[src/rtl/seq_check3.sv]
// rtl/seq_check3.sv - receive-side lock/error checker for the 1,2,4,6,0,3,5,7 test-pattern sequence
module seq_check3 #(
  parameter int LOCK_CNT = 3,
  parameter int MISS_LIM = 2,
  parameter int ERR_W    = 8
) (
  input  logic             clk,
  input  logic             rst,
  input  logic             in_valid,
  input  logic [2:0]       in_code,
  input  logic             clr_err,
  output logic             locked,
  output logic             err,
  output logic             wrap,
  output logic [2:0]       index,
  output logic [ERR_W-1:0] err_count
);

  typedef enum logic [1:0] {
    HUNT   = 2'd0,
    SYNC   = 2'd1,
    LOCKED = 2'd2
  } state_t;

  // Counters are compared one bit wider so the +1 never wraps before the compare.
  localparam logic [3:0]       LOCK_N  = 4'(LOCK_CNT);
  localparam logic [3:0]       MISS_N  = 4'(MISS_LIM);
  localparam logic [ERR_W-1:0] ERR_MAX = {ERR_W{1'b1}};
  localparam logic [ERR_W-1:0] ERR_ONE = ERR_W'(1);

  state_t     state;
  logic [2:0] exp_code;
  logic [2:0] match_cnt;
  logic [2:0] miss_cnt;

  // Code that follows c in the pattern.
  function automatic logic [2:0] nxt(input logic [2:0] c);
    case (c)
      3'd1:    nxt = 3'd2;
      3'd2:    nxt = 3'd4;
      3'd4:    nxt = 3'd6;
      3'd6:    nxt = 3'd0;
      3'd0:    nxt = 3'd3;
      3'd3:    nxt = 3'd5;
      3'd5:    nxt = 3'd7;
      default: nxt = 3'd1;
    endcase
  endfunction

  // Position of c within one period, counting from code 1.
  function automatic logic [2:0] ord(input logic [2:0] c);
    case (c)
      3'd1:    ord = 3'd0;
      3'd2:    ord = 3'd1;
      3'd4:    ord = 3'd2;
      3'd6:    ord = 3'd3;
      3'd0:    ord = 3'd4;
      3'd3:    ord = 3'd5;
      3'd5:    ord = 3'd6;
      default: ord = 3'd7;
    endcase
  endfunction

  logic hit;
  assign hit = (in_code == exp_code);

  // Hunt/sync/locked tracker with registered status outputs and error counter.
  always_ff @(posedge clk or posedge rst) begin
    if (rst) begin
      state     <= HUNT;
      locked    <= 1'b0;
      err       <= 1'b0;
      wrap      <= 1'b0;
      index     <= 3'd0;
      err_count <= '0;
      exp_code  <= 3'd0;
      match_cnt <= 3'd0;
      miss_cnt  <= 3'd0;
    end else begin
      err  <= 1'b0;
      wrap <= 1'b0;
      if (clr_err) begin
        err_count <= '0;
      end
      if (in_valid) begin
        index <= ord(in_code);
        case (state)
          HUNT: begin
            exp_code  <= nxt(in_code);
            match_cnt <= 3'd0;
            state     <= SYNC;
          end
          SYNC: begin
            exp_code <= nxt(in_code);
            if (hit) begin
              match_cnt <= match_cnt + 3'd1;
              if ({1'b0, match_cnt} + 4'd1 == LOCK_N) begin
                state    <= LOCKED;
                locked   <= 1'b1;
                miss_cnt <= 3'd0;
              end
            end else begin
              // Resync on the received value; no error is reported before lock.
              match_cnt <= 3'd0;
            end
          end
          LOCKED: begin
            if (hit) begin
              exp_code <= nxt(in_code);
              miss_cnt <= 3'd0;
              wrap     <= (in_code == 3'd1);
            end else begin
              err <= 1'b1;
              if (!clr_err && err_count != ERR_MAX) begin
                err_count <= err_count + ERR_ONE;
              end
              // Flywheel: keep following the nominal sequence across a bad sample.
              exp_code <= nxt(exp_code);
              miss_cnt <= miss_cnt + 3'd1;
              if ({1'b0, miss_cnt} + 4'd1 == MISS_N) begin
                state  <= HUNT;
                locked <= 1'b0;
              end
            end
          end
          default: begin
            state  <= HUNT;
            locked <= 1'b0;
          end
        endcase
      end
    end
  end

endmodule

[config.mk]
export PLATFORM = sky130hd
export DESIGN_NAME = seq_check3
export DESIGN_NICKNAME = d
export VERILOG_FILES = /design/src/rtl/seq_check3.sv
export SDC_FILE = /design/constraint.sdc
export NUM_CORES = 1
export LEC_CHECK = 0
export CORE_ASPECT_RATIO = 0.5
export CORE_UTILIZATION = 53
export CTS_CLUSTER_SIZE = 28
export DETAILED_ROUTE_END_ITERATION = 7
export MAX_ROUTING_LAYER = met4
export PLACE_DENSITY = 0.79
export SKIP_LAST_GASP = 1
export SLEW_MARGIN = 20
export SYNTH_ARGS = -nofsm -noshare
export SYNTH_HDL_FRONTEND = slang
export SYNTH_SLANG_ARGS = --single-unit
[constraint.sdc]
create_clock -name clk -period 2.05 [get_ports clk]
set_input_delay 0.3075 -clock clk [delete_from_list [all_inputs] [get_ports clk]]
set_output_delay 0.3075 -clock clk [all_outputs]
set_load 0.01 [all_outputs]
==> results by group, run 1 <==
Run status
  – Status: complete, no violations

Global route
  – Vias in the first global route: 1,047
  – Total track usage: roughly 22%
  – Largest net degree at the start of global routing: 26
  – Initial antenna violation count: 0
  – First-pass GRT wire length: 4705 microns
  – Remaining Overflow, GRT: 0

Placed design
  – HPWL after DPL: 2099 microns
  – Setup Slack @ Placement: -0.08935 ns
  – Placed Area: roughly 1700 sq um
  – GPL Wtd Cong: between 0.8 and 0.9
  – Buffers added on ports: 20

Cells and area
  – Final Cell Area: 1760 sq um
  – Layout cells sized above 1: 9.551%
  – # diodes: 0
  – Multi-input gate area: 744.5 sq um
  – Nets: ~190
  – Util after Layout: 67.64%
  – Register area: 625.6 sq um
  – Area growth, synth to finish: 20.67%
  – Fill cells: 215

Setup path
  – Critical path data arrival time: ~2.1 ns
  – Worst Reg2Reg Path Length in Cells: 5
  – Crit path capture type: register
  – Worst Setup SP: in_code[1]
  – R2r startpoint: exp_code[1]
  – Worst Path Required: ~2.3 ns
  – Crit Path Max Fanout: 8
  – Critical path launch point type: input pin
  – Crit path kind: input pin to register

Route
  – Total wire length: 2935 microns
  – Vias per cell: about 5.7
  – Drt wl/cell: between 10 and 15 microns
  – DRT antenna net count: 0
  – Drt drc: 0
  – Drt pass-1 iters: 4
  – Detailed router's first-iteration violation count: 35
  – Vias post-DR: 1,219

Synthesis
  – Synth top area share: 42.88%
  – Post-synth ARST share: 100.0%
  – Net count after synthesis: 168
  – Main synth FF type: dfrtp_1
  – Register area share after synthesis: 42.88%
  – Yosys cell types: 44
  – Mapped cell area: 1459 sq um
  – Area leader, netlist: dfrtp_1
  – Synth Register Bits: 25
  – YS warnings: 0
  – Syn avg cell area: 9.352 sq um
  – Ranking of synthesized cells by area: dfrtp_1 (43%), a21oi_1 (4.5%), ha_1 (4.3%)
  – Post-Syn Instances: 156
  – Number of synthesized flops with an enable pin: 0

Floorplanning
  – Num rows: 13
  – Die Ht: about 39 microns
  – Core area: 2603 sq um
  – Ports: 21
  – Die Footprint: 2979 sq um
  – Starting Density: 56.06%
  – Die width: ~76 microns

CTS
  – CTS Root Cell: clkbuf_8
  – CTS Hold Bufs: 0
  – CTS Buf Count: 3
  – Clk_lat worst skew: 0.27 ns
  – # Post-CTS Setup Buffers: 0
  – Clk slew on worst S/H paths: 0.09 ns
  – TritonCTS Sinks: 25
  – Resize count post-CTS: 0
  – CTS max path bufs: 2
  – H-tree levels: 1
  – CTS tree: built

Timing
  – Rel. slew slack: 55.76%
  – Hold WS: approximately 0.38 ns
  – Min Tclk post-route: around 1.9 ns
  – Fin Clk Skew: 0.007550 ns
  – Period utilization: between 90% and 100%
  – RSZ-0062 raised after global routing: false
  – Final setup margin: 0.1952 ns
  – Worst-Margin Slew: 0.6611 ns
  – Final-report max-slew violation count: 0
  – Hold Vio Cnt, Final: 0
  – Final setup vio count: 0
  – Max Freq: 0.5391 GHz

Pwr
  – Power Density: 549.9 nW/um^2
  – Overall power: 0.9681 mW
  – Peak VDD IR: 0.3951 mV
  – Lkg Pwr: 0.7378 nW

Flow run
  – Maxcap violations: 0

Min path
  – HP Class: input pin to async pin
==> worst paths after layout <==
path / to / slack, ns
worst max-delay path: err_count[4] / 0.20
worst min-delay path: miss_cnt[2] / 0.38
worst max register to register: err_count[4] / 0.28
worst min register to register: index[1] / 0.51
max in group asynchronous: exp_code[2] / 1.41
min in group clk: index[1] / 0.51
==> metal layers <==
layer	part of all wire, %	vias to the layer above	GRT usage (%)
met5	0	-	-
met4	0.48	0	2.885
met3	3.0	2	5.647
met2	47	14	40.23
met1	49	590	25.84
li1	-	613	-
==> cell type report <==
class / instances / share of cell area (%)
Clock buffer: 3 / 2.345
Clock inverter: 1 / 0.2843
Inverter: 12 / 2.559
Multi-Input combinational cell: 110 / 42.29
Sequential cell: 25 / 35.54
Tap cell: 37 / 2.630
Timing Repair Buffer: 27 / 14.36
==> critical path, stage by stage <==
cell and delay, ns:
clkdlybuf4s50_1 0.51, xor2_1 0.23, o31ai_2 0.53, buf_4 0.25, o31ai_1 0.08, a21oi_1 0.14
==> cells by family after synthesis <==
family,share of synthesized area (%)
AO/OA/AOI/OAI,22.81
AND/OR/NAND/NOR,16.89
multiplexers,2.230
buffers and inverters,6.089
flip-flops,42.88
adder cells (fa/ha/maj),4.288
XOR/XNOR,4.802
==> power breakdown <==
part	switching (mW)	internal [mW]	total [mW]
sequential	0.0239	0.511	0.535
clock	0.155	0.136	0.290
combinational	0.0767	0.0662	0.143
total	0.255	0.713	0.968
==> cell usage in the layout (no fill, tap or decap), drive strengths merged, types with 2 or more instances in the layout <==
master         instances
nand4                  2
a211o                  2
nor4                   4
o22a                   2
clkbuf                 3
a21boi                 3
clkdlybuf4s50         20
xnor2                  4
o21ai                  9
dfrtp                 25
mux2                   2
or3                    3
nor2                   6
o41ai                  3
nand3                  5
nand2                  9
o31ai                  6
buf                    7
inv                   12
a31oi                  3
nor3                   2
ha                     5
or4                    4
nor2b                  5
nand2b                 2
a21oi                 13
o22ai                  2
xor2                   4
==> state kept, by name (all words and copies together) (netlist names) <==
name and flops:
state 2, exp_code 3, index 3, err 1, locked 1, miss_cnt 3
err_count 8, match_cnt 3, wrap 1
==> synth_stat cells, types with 2 or more instances <==
cell	count
ha_1	5
o22ai_1	2
inv_1	11
xnor2_1	4
clkbuf_1	3
a21boi_0	3
dfrtp_1	25
o31ai_1	5
nand2_1	9
o22a_1	2
a21oi_1	13
xor2_1	4
nand3_1	5
a31oi_1	2
buf_2	2
nand2b_1	2
o21ai_0	6
buf_4	2
o21ai_1	3
nor2_1	6
a211o_1	2
nor2b_1	5
nor4_1	4
or3_1	3
nor3_1	2
buf_1	2
or4_1	4
nand4_1	2
o41ai_1	3
==> stage by stage <==
step | setup TNS [ns] | cells
after floorplan | 0 | 156
after global placement | -0.1962 | 211
after detailed placement | -0.5690 | 211
after CTS | 0 | 215
after global routing | 0 | 215
final | 0 | 215
Power figures use the tool's default switching activity.
==> run 2: changes to the inputs <==
Settings changed: ABC_CLOCK_PERIOD_IN_PS set to 2050.
==> results of run 2 <==
No change in the layout: final DEF, timing and power equal those of run 1.
==> run 3: changes to the inputs <==
Settings changed: CAP_MARGIN set to 15, SLEW_MARGIN 20 to not set.
==> results of run 3 <==
No change in the layout: final DEF, timing and power equal those of run 1.
